### config.mk
export PLATFORM = sky130hd
export DESIGN_NAME = seq_array_mult
export DESIGN_NICKNAME = d
export VERILOG_FILES = /design/src/rtl/mult_pkg.sv /design/src/rtl/full_adder.sv /design/src/rtl/mult_row_add.sv /design/src/rtl/seq_array_mult.sv
export SDC_FILE = /design/constraint.sdc
export NUM_CORES = 1
export LEC_CHECK = 0
export CAP_MARGIN = 25
export CORE_UTILIZATION = 40
export CTS_CLUSTER_SIZE = 12
export DETAILED_ROUTE_END_ITERATION = 8
export GPL_TIMING_DRIVEN = 0
export RECOVER_POWER = 25
export SYNTH_ARGS = -nofsm -noshare
export SYNTH_HDL_FRONTEND = slang
export SYNTH_SLANG_ARGS = --single-unit
export TNS_END_PERCENT = 30
### constraint.sdc
create_clock -name clk -period 9.3 [get_ports clk]
set_clock_uncertainty 0.05 [all_clocks]
set_input_delay 2.79 -clock clk [delete_from_list [all_inputs] [get_ports clk]]
set_output_delay 2.79 -clock clk [all_outputs]
set_load 0.01 [all_outputs]
### src/rtl/mult_pkg.sv
// Shared types and constants for the sequential shift-add multiplier.
package mult_pkg;

    typedef enum logic [1:0] {
        IDLE = 2'd0,
        BUSY = 2'd1,
        DONE = 2'd2
    } state_t;

    localparam int unsigned WIDTH_DEF = 4;
    localparam int unsigned PW        = 2 * WIDTH_DEF;

    // Product width for an arbitrary operand width
    function automatic int unsigned pw_of(input int unsigned w);
        return 2 * w;
    endfunction

endpackage

### src/rtl/full_adder.sv
// One-bit full adder cell used to build ripple-carry rows.
module full_adder (
    input  logic i_a,
    input  logic i_b,
    input  logic i_ci,
    output logic o_s,
    output logic o_co
);

    assign o_s  = i_a ^ i_b ^ i_ci;
    assign o_co = (i_a & i_b) | (i_ci & (i_a ^ i_b));

endmodule

### src/rtl/mult_row_add.sv
// One partial-product row: acc +/- (m_ext << shamt) when enabled, ripple-carry across PW bits.
module mult_row_add #(
    parameter int unsigned PW = 8,
    parameter int unsigned SW = $clog2(PW)
) (
    input  logic [PW-1:0] i_acc,
    input  logic [PW-1:0] i_m_ext,
    input  logic [SW-1:0] i_shamt,
    input  logic          i_en,
    input  logic          i_sub,
    output logic [PW-1:0] o_acc
);

    logic [PW-1:0] w_addend;
    logic [PW-1:0] w_b;
    logic [PW-1:0] w_c;
    logic          w_sub;

    assign w_addend = i_en ? (i_m_ext << i_shamt) : '0;
    assign w_sub    = i_en & i_sub;
    // Subtraction is addition of the inverted addend with carry-in 1
    assign w_b      = w_addend ^ {PW{w_sub}};
    assign w_c[0]   = w_sub;

    for (genvar i = 0; i < PW - 1; i++) begin : g_fa
        full_adder u_fa (
            .i_a  (i_acc[i]),
            .i_b  (w_b[i]),
            .i_ci (w_c[i]),
            .o_s  (o_acc[i]),
            .o_co (w_c[i+1])
        );
    end

    // MSB is sum-only: the carry out of the product width is discarded
    assign o_acc[PW-1] = i_acc[PW-1] ^ w_b[PW-1] ^ w_c[PW-1];

endmodule

### src/rtl/seq_array_mult.sv
// Sequential shift-add multiplier, one partial-product row per clock, valid/ready on both sides.
// Optional two's-complement mode enabled by defining SIGNED_MODE_EN.
module seq_array_mult
    import mult_pkg::*;
#(
    parameter int unsigned WIDTH = WIDTH_DEF
) (
    input  logic                     clk,
    input  logic                     rst_n,
    input  logic                     in_valid,
    output logic                     in_ready,
    input  logic [WIDTH-1:0]         m,
    input  logic [WIDTH-1:0]         q,
`ifdef SIGNED_MODE_EN
    input  logic                     op_signed,
`endif
    output logic                     out_valid,
    input  logic                     out_ready,
    output logic [pw_of(WIDTH)-1:0]  p
);

    localparam int unsigned PRODW = pw_of(WIDTH);
    localparam int unsigned CW    = $clog2(WIDTH);
    localparam int unsigned SW    = $clog2(PRODW);

    state_t             r_state, w_state_next;
    logic [WIDTH-1:0]   r_m, w_m_next;
    logic [WIDTH-1:0]   r_q, w_q_next;
    logic [CW-1:0]      r_cnt, w_cnt_next;
    logic [PRODW-1:0]   r_acc, w_acc_next;
    logic [PRODW-1:0]   r_p, w_p_next;
    logic               r_out_valid, w_out_valid_next;
    logic [PRODW-1:0]   w_m_ext;
    logic [PRODW-1:0]   w_row_acc;
    logic               w_sub;
    logic               w_last_row;

    assign w_last_row = (r_cnt == CW'(WIDTH - 1));

`ifdef SIGNED_MODE_EN
    logic r_signed, w_signed_next;

    assign w_m_ext = {{WIDTH{r_signed & r_m[WIDTH-1]}}, r_m};
    // The q MSB carries negative weight in two's complement
    assign w_sub   = r_signed & w_last_row;
`else
    assign w_m_ext = {{WIDTH{1'b0}}, r_m};
    assign w_sub   = 1'b0;
`endif

    mult_row_add #(
        .PW (PRODW),
        .SW (SW)
    ) u_row (
        .i_acc   (r_acc),
        .i_m_ext (w_m_ext),
        .i_shamt (SW'(r_cnt)),
        .i_en    (r_q[r_cnt]),
        .i_sub   (w_sub),
        .o_acc   (w_row_acc)
    );

    // State and datapath registers
    always_ff @(posedge clk or negedge rst_n) begin
        if (!rst_n) begin
            r_state     <= IDLE;
            r_m         <= '0;
            r_q         <= '0;
            r_cnt       <= '0;
            r_acc       <= '0;
            r_p         <= '0;
            r_out_valid <= 1'b0;
`ifdef SIGNED_MODE_EN
            r_signed    <= 1'b0;
`endif
        end else begin
            r_state     <= w_state_next;
            r_m         <= w_m_next;
            r_q         <= w_q_next;
            r_cnt       <= w_cnt_next;
            r_acc       <= w_acc_next;
            r_p         <= w_p_next;
            r_out_valid <= w_out_valid_next;
`ifdef SIGNED_MODE_EN
            r_signed    <= w_signed_next;
`endif
        end
    end

    // Next-state and datapath update
    always_comb begin
        w_state_next     = r_state;
        w_m_next         = r_m;
        w_q_next         = r_q;
        w_cnt_next       = r_cnt;
        w_acc_next       = r_acc;
        w_p_next         = r_p;
        w_out_valid_next = r_out_valid;
`ifdef SIGNED_MODE_EN
        w_signed_next    = r_signed;
`endif
        case (r_state)
            IDLE: begin
                if (in_valid) begin
                    w_state_next = BUSY;
                    w_m_next     = m;
                    w_q_next     = q;
                    w_cnt_next   = '0;
                    w_acc_next   = '0;
`ifdef SIGNED_MODE_EN
                    w_signed_next = op_signed;
`endif
                end
            end
            BUSY: begin
                w_acc_next = w_row_acc;
                w_cnt_next = r_cnt + CW'(1);
                if (w_last_row) begin
                    w_state_next     = DONE;
                    w_cnt_next       = '0;
                    w_p_next         = w_row_acc;
                    w_out_valid_next = 1'b1;
                end
            end
            DONE: begin
                if (out_ready) begin
                    w_state_next     = IDLE;
                    w_out_valid_next = 1'b0;
                end
            end
            default: begin
                w_state_next     = IDLE;
                w_out_valid_next = 1'b0;
            end
        endcase
    end

    assign in_ready  = (r_state == IDLE);
    assign out_valid = r_out_valid;
    assign p         = r_p;

endmodule

; Word level (Yosys, flattened, before mapping)
; Index checks and enable logic that the tools add are counted.
[classes]
div_mod_pow = 0
muxes = 15
bitwise = 35
addsub = 1
n_reduce_logical = 7
shift = 1
n_eq_ne = 6
multipliers = 0
magnitude_cmp = 1
[ops]
columns = op, n
row1 = 8-bit two-way mux, 2
row2 = 8-bit one-hot mux with 2 select lines, 1
row3 = 1-bit XOR, 15
row4 = 1-bit AND, 13
row5 = 2-bit two-way mux, 5
row6 = 4-bit by 2-bit << shifter with 8-bit output, 1
row7 = 2-bit != test (second input constant), 3
row8 = 1-bit OR, 6
row9 = 2-bit one-hot mux with 3 select lines, 1
row10 = 2-bit AND reduction, 3
row11 = 3-bit AND reduction, 2
row12 = 2-bit == test (second input constant), 2
row13 = 2-bit one-hot mux with 2 select lines, 1
row14 = 2-bit by 3-bit less-than comparator with 1-bit output (second input constant), 1
row15 = 1-bit two-way mux, 3
row16 = 1-bit one-hot mux with 3 select lines, 1
row17 = 2-bit by 1-bit adder with 2-bit output (second input constant), 1
row18 = 1-bit binary-select mux with 2-bit select, 1
row19 = 2-bit by 1-bit == test with 1-bit output (second input constant), 1
row20 = 2-bit logical NOT, 1
row21 = 2-bit nonzero test, 1
row22 = 1-bit NOT, 1
[totals]
inputBits = 12
n_memories = 0
register_bits = 29
mem_bits_rw = 0
romBits = 0
output_inout_bits = 10
latch_bits = 0

; Logic depth before layout (Yosys ltp)
[depth]
ltp_word = 18
depth_mapped = 14
depth_no_buf = 13

; Hierarchy
; From an unflattened synthesis, not the netlist that was laid out.
[hier_totals]
hier_cells = 132
hier_area_um2 = 1671.6
[by_module_without_submodules]
columns = module, instances, area_each_um2, cells_per_inst
row1 = seq_array_mult, 1, 1162.4, 74
row2 = mult_row_add, 1, 369.1, 51
row3 = full_adder, 7, 20.0, 1

; Worst setup path after synthesis
; No wires, ideal clock.
[synth_path]
kind = register to register
startpoint = register r_cnt[0]
endpoint = register r_acc[7]
t_arrival_ns = 3.442
setup_slack_ns = 5.685
path_stages_with_launch = 15
synth_period_minus_slack_ns = 3.615
t_required_ns = 9.127
path_cell_list = dfrtp_1 -> clkbuf_1 -> nor4bb_1 -> ha_1 -> inv_1 -> fa_1 -> inv_1 -> fa_1 -> fa_1 -> fa_1 -> fa_1 -> fa_1 -> nor3b_1 -> o21ai_0 -> nand2_1
[synth_between]
elab_chain_cells = 18
elab_cells_between_ends = 32
cone_classes = shift (1) / mux (4) / bitwise (27)
[synth_rtl]
columns = element, line
row1 = from (decl), seq_array_mult.sv:29  ; logic [CW-1:0] r_cnt, w_cnt_next;
row2 = from (signal assigned), seq_array_mult.sv:80  ; r_cnt <= w_cnt_next;
row3 = 1-bit binary-select mux with 2-bit select, seq_array_mult.sv:58  ; .i_en (r_q[r_cnt]),
row4 = 1-bit two-way mux (not written as such), seq_array_mult.sv:58
row5 = 8-bit two-way mux (*), mult_row_add.sv:19  ; assign w_addend = i_en ? (i_m_ext << i_shamt) : '0;
row6 = 1-bit AND or 1-bit XOR (tied branches), full_adder.sv:11  ; assign o_co = (i_a & i_b) | (i_ci & (i_a ^ i_b));
row7 = 1-bit AND, full_adder.sv:11
row8 = 1-bit OR, full_adder.sv:11
row9 = 1-bit AND, full_adder.sv:11
row10 = 1-bit OR, full_adder.sv:11
row11 = [... 2 more ...], -
row12 = 1-bit AND, full_adder.sv:11
row13 = 1-bit OR, full_adder.sv:11
row14 = 1-bit AND, full_adder.sv:11
row15 = 1-bit OR, full_adder.sv:11
row16 = 1-bit AND, full_adder.sv:11
row17 = 1-bit OR, full_adder.sv:11
row18 = 1-bit XOR (*), mult_row_add.sv:36  ; assign o_acc[PW-1] = i_acc[PW-1] ^ w_b[PW-1] ^ w_c[PW-1];
row19 = 8-bit one-hot mux with 2 select lines (*), seq_array_mult.sv:102  ; case (r_state)
row20 = to (signal assigned), seq_array_mult.sv:81  ; r_acc <= w_acc_next;
row21 = to (decl), seq_array_mult.sv:30  ; logic [PRODW-1:0] r_acc, w_acc_next;
; Mark *: on every way between the ends. The rest lies on a longest branch, timed or not. The select of a mux whose other input is x is not followed.
; A chain may end at the register's enable or synchronous reset.

; Final worst setup path
[layout_path]
startpoint = register r_state[0]
endpoint = output in_ready
[layout_between]
elab_chain_cells = 1
[layout_rtl]
columns = element, line
row1 = from (decl), seq_array_mult.sv:26  ; state_t r_state, w_state_next;
row2 = from (signal assigned), seq_array_mult.sv:77  ; r_state <= w_state_next;
row3 = 2-bit logical NOT, seq_array_mult.sv:138  ; assign in_ready = (r_state == IDLE);
row4 = to (decl), seq_array_mult.sv:11  ; output logic in_ready,
; Every way passes these cells.

==> results.cfg <==
[timing]
min_period_ps = 4290
period_share_pct = 46.2
final.setup.tns_ps = 0
slew_headroom_pct = 59.8
hold_viol = 0
setup_viol = 0
slew_violations = 0
whs_ps = 432
max_freq_mhz = 233
worstMarginPinSlew_ps = 601
rsz0062_at_grt = false

[drt]
via_count = 985
finalWirelength_um = 2710
wl_per_cell_um = 14.1
drc = 0
antenna_left = 0
first_pass_iters = 4
drtIter0Drc = 24
via_per_inst = 5.13

[place]
place.gp.congestion = 0.775
placed_cells = 185
dp_hpwl_um = 2010
io_buffers = 21

[die]
die_area_sq_um = 3960
core_sq_um = 3440
initial_core_util_pct = 43.1
num_rows = 21
die_w_um = 62.9
io_pins = 22
die_h_um = 62.9

[critical_path]
critPathArrivalTime_ps = 1450
slowest_stage = clkdlybuf4s50_1
critical-path-top-delay-family = buffers and inverters
crit_chain = buf_4 > nor2_2 > clkdlybuf4s50_1
crit_fanout = 9
path_class = flip-flop to primary output
slowest_delay_ps = 540
critPathCaptureType = primary output
crit_buf_inv = 2
cp.required_ps = 6460
startpoint_type = flip-flop

[pwr]
peakVddDrop_v = 0.000148
p_leak_nw = 0.849
power_uw = 652
powerDensity_nw_per_um2 = 350

[synthesis]
seq_area_frac_synth_pct = 48.9
synth_xor_area_share_pct = 0.590
avgSynthCellArea_sq_um = 12.7
synthMuxAreaShare_pct = 16.3
synthDistinctLibCells = 33
synth_fa_ha_area_share_pct = 9.78
yosysWarnings = 0
synth_area_sq_um = 1480
syn_nets = 137
synth-simple-area-share_pct = 10.5
synth_top_family_by_area = multiplexers
netlist_instances = 117
synth_compound_area_share_pct = 10.0
ys_seq_elements = 29

[finish]
finalNonFillerCells = 192
antenna_cells = 0
drive_gt1_share_pct = 20.5
utilization_pct = 54.2
syn_to_final_growth_pct = 25.7
fillCellCount = 304
nets = 166

[clock_network]
clock_path_buffers = 2
clkTransAtPathRegs_ps = 60
hold_buffers = 0
insertion_delay_ps = 280
htreeDepth = 2
cts_setup_buffers = 0
cts_tree = yes
post_cts_resized = 0
cts_buffers = 5
numClockSinks = 29
cts-root-buf = clkbuf_8

[global_route]
grt_max_degree = 20
grt_pass1_wl_um = 4690
antenna_found_initial = 0
grt_usage_pct = 15.8
grt_pass1_vias = 1003
grt_overflow = 0

[flow_run]
maxCapViolCount = 0

[status]
status = finished, final reports clean

[min_path]
hp-class = flip-flop to flip-flop
## path summary, 6_finish.rpt
path | slack (ps) | to | startpoint | cells after the start
setup reg to reg | 5330 | r_acc[7] | r_cnt[0] | 14
setup / recovery | 5010 | in_ready | r_state[0] | 3
max in group asynchronous | 5790 | r_m[3] | rst_n | 2
hold reg to reg | 430 | p[1] | p[1] | 2
hold / removal | 430 | p[1] | p[1] | 2
min in group asynchronous | 2900 | r_acc[2] | rst_n | 1
## stage by stage
stage	setup slack, ps	cell area, sq um
4_1_cts	4990	1870
3_5_place_dp	5210	1780
3_3_place_gp	4910	1750
5_1_grt	4920	1870
2_1_floorplan	5680	1480
6_report	5010	1870
## cell type report
| class | instances | area, sq um | share of cell area, % |
|---|---|---|---|
| Multi-Input combinational cell | 77 | 699 | 37.5 |
| Timing Repair Buffer | 22 | 238 | 12.7 |
| Sequential cell | 29 | 726 | 38.9 |
| Buffer | 6 | 40.0 | 2.15 |
| Inverter | 5 | 18.8 | 1.01 |
| Tap cell | 46 | 57.6 | 3.09 |
| Clock buffer | 7 | 86.3 | 4.63 |
## flip-flops by register name (all words and copies together) (netlist names)
| register | cells |
|---|---|
| r_q | 4 |
| r_acc | 8 |
| p | 8 |
| r_state | 2 |
| r_m | 4 |
| r_cnt | 2 |
| out_valid | 1 |
## cells by family after synthesis
family                   Yosys count
AND/OR/NAND/NOR                   29
flip-flops                        29
AO/OA/AOI/OAI                     21
multiplexers                      18
buffers and inverters             11
adder cells (fa/ha/maj)            8
XOR/XNOR                           1
## Yosys cell counts
library cell,n,area (sq um)
mux4_2,1,22.5
clkbuf_1,1,3.75
nor2b_1,1,6.26
xnor2_1,1,8.76
o211a_1,1,10.0
and2_1,3,18.8
a21oi_1,1,5.00
mux2_2,7,78.8
o22ai_1,1,6.26
nor3b_1,1,7.51
nand2b_1,2,12.5
a22o_1,7,61.3
fa_1,6,120
o21ai_0,8,40.0
o21bai_2,1,11.3
buf_4,2,15.0
and4_1,1,8.76
o31ai_1,1,7.51
nor4bb_1,1,10.0
and2b_1,1,7.51
dfrtp_1,29,726
nand3_1,2,10.0
nand2_1,12,45.0
mux2i_1,2,20.0
mux2_4,8,120
ha_1,2,25.0
buf_6,1,11.3
nor2_1,2,7.51
nor2_2,1,6.26
a21boi_0,1,7.51
buf_2,2,10.0
nand3b_1,2,15.0
inv_1,5,18.8
## worst reg2reg max path: stages (launching register included)
cell and delay [ps]:
dfrtp_1 470, clkbuf_1 350, nor4bb_1 130, ha_1 200
inv_1 70, fa_1 170, inv_1 50, fa_1 380
fa_1 390, fa_1 390, fa_1 390, fa_1 430
nor3b_1 160, o21ai_0 150, nand2_1 70
## power by group
part	internal (mW)	switching, mW	total [mW]	leakage (nW)
clock network	0.0585	0.0445	0.103	0.0443
logic	0.181	0.137	0.318	0.442
registers	0.184	0.0466	0.231	0.362
total	0.424	0.228	0.652	0.849
## routing by layer
metal / wire length, um / vias up / part of all wire [%] / global-route usage, %
met5: 0 / - / 0 / 0
met4: 63 / 0 / 2.3 / 7.85
met3: 118 / 8 / 4.3 / 6.02
met2: 1270 / 22 / 47 / 22.6
met1: 1260 / 495 / 46 / 20.8
li1: - / 460 / - / -
## placed cells by master, fill, tap and decap left out, types with 2 or more instances in the layout
cell type and count:
a22o_1 7, and2_1 3, buf_2 2, buf_4 2
clkbuf_1 2, clkbuf_8 6, clkdlybuf4s50_1 18, dfrtp_1 29
dlygate4sd3_1 3, fa_1 6, ha_1 2, inv_1 5
mux2_2 7, mux2_4 8, mux2i_1 2, nand2_1 12
nand2b_1 2, nand3_1 2, nand3b_1 2, nor2_1 2
o21ai_0 8
No activity file was read; power rests on OpenSTA's default activity.
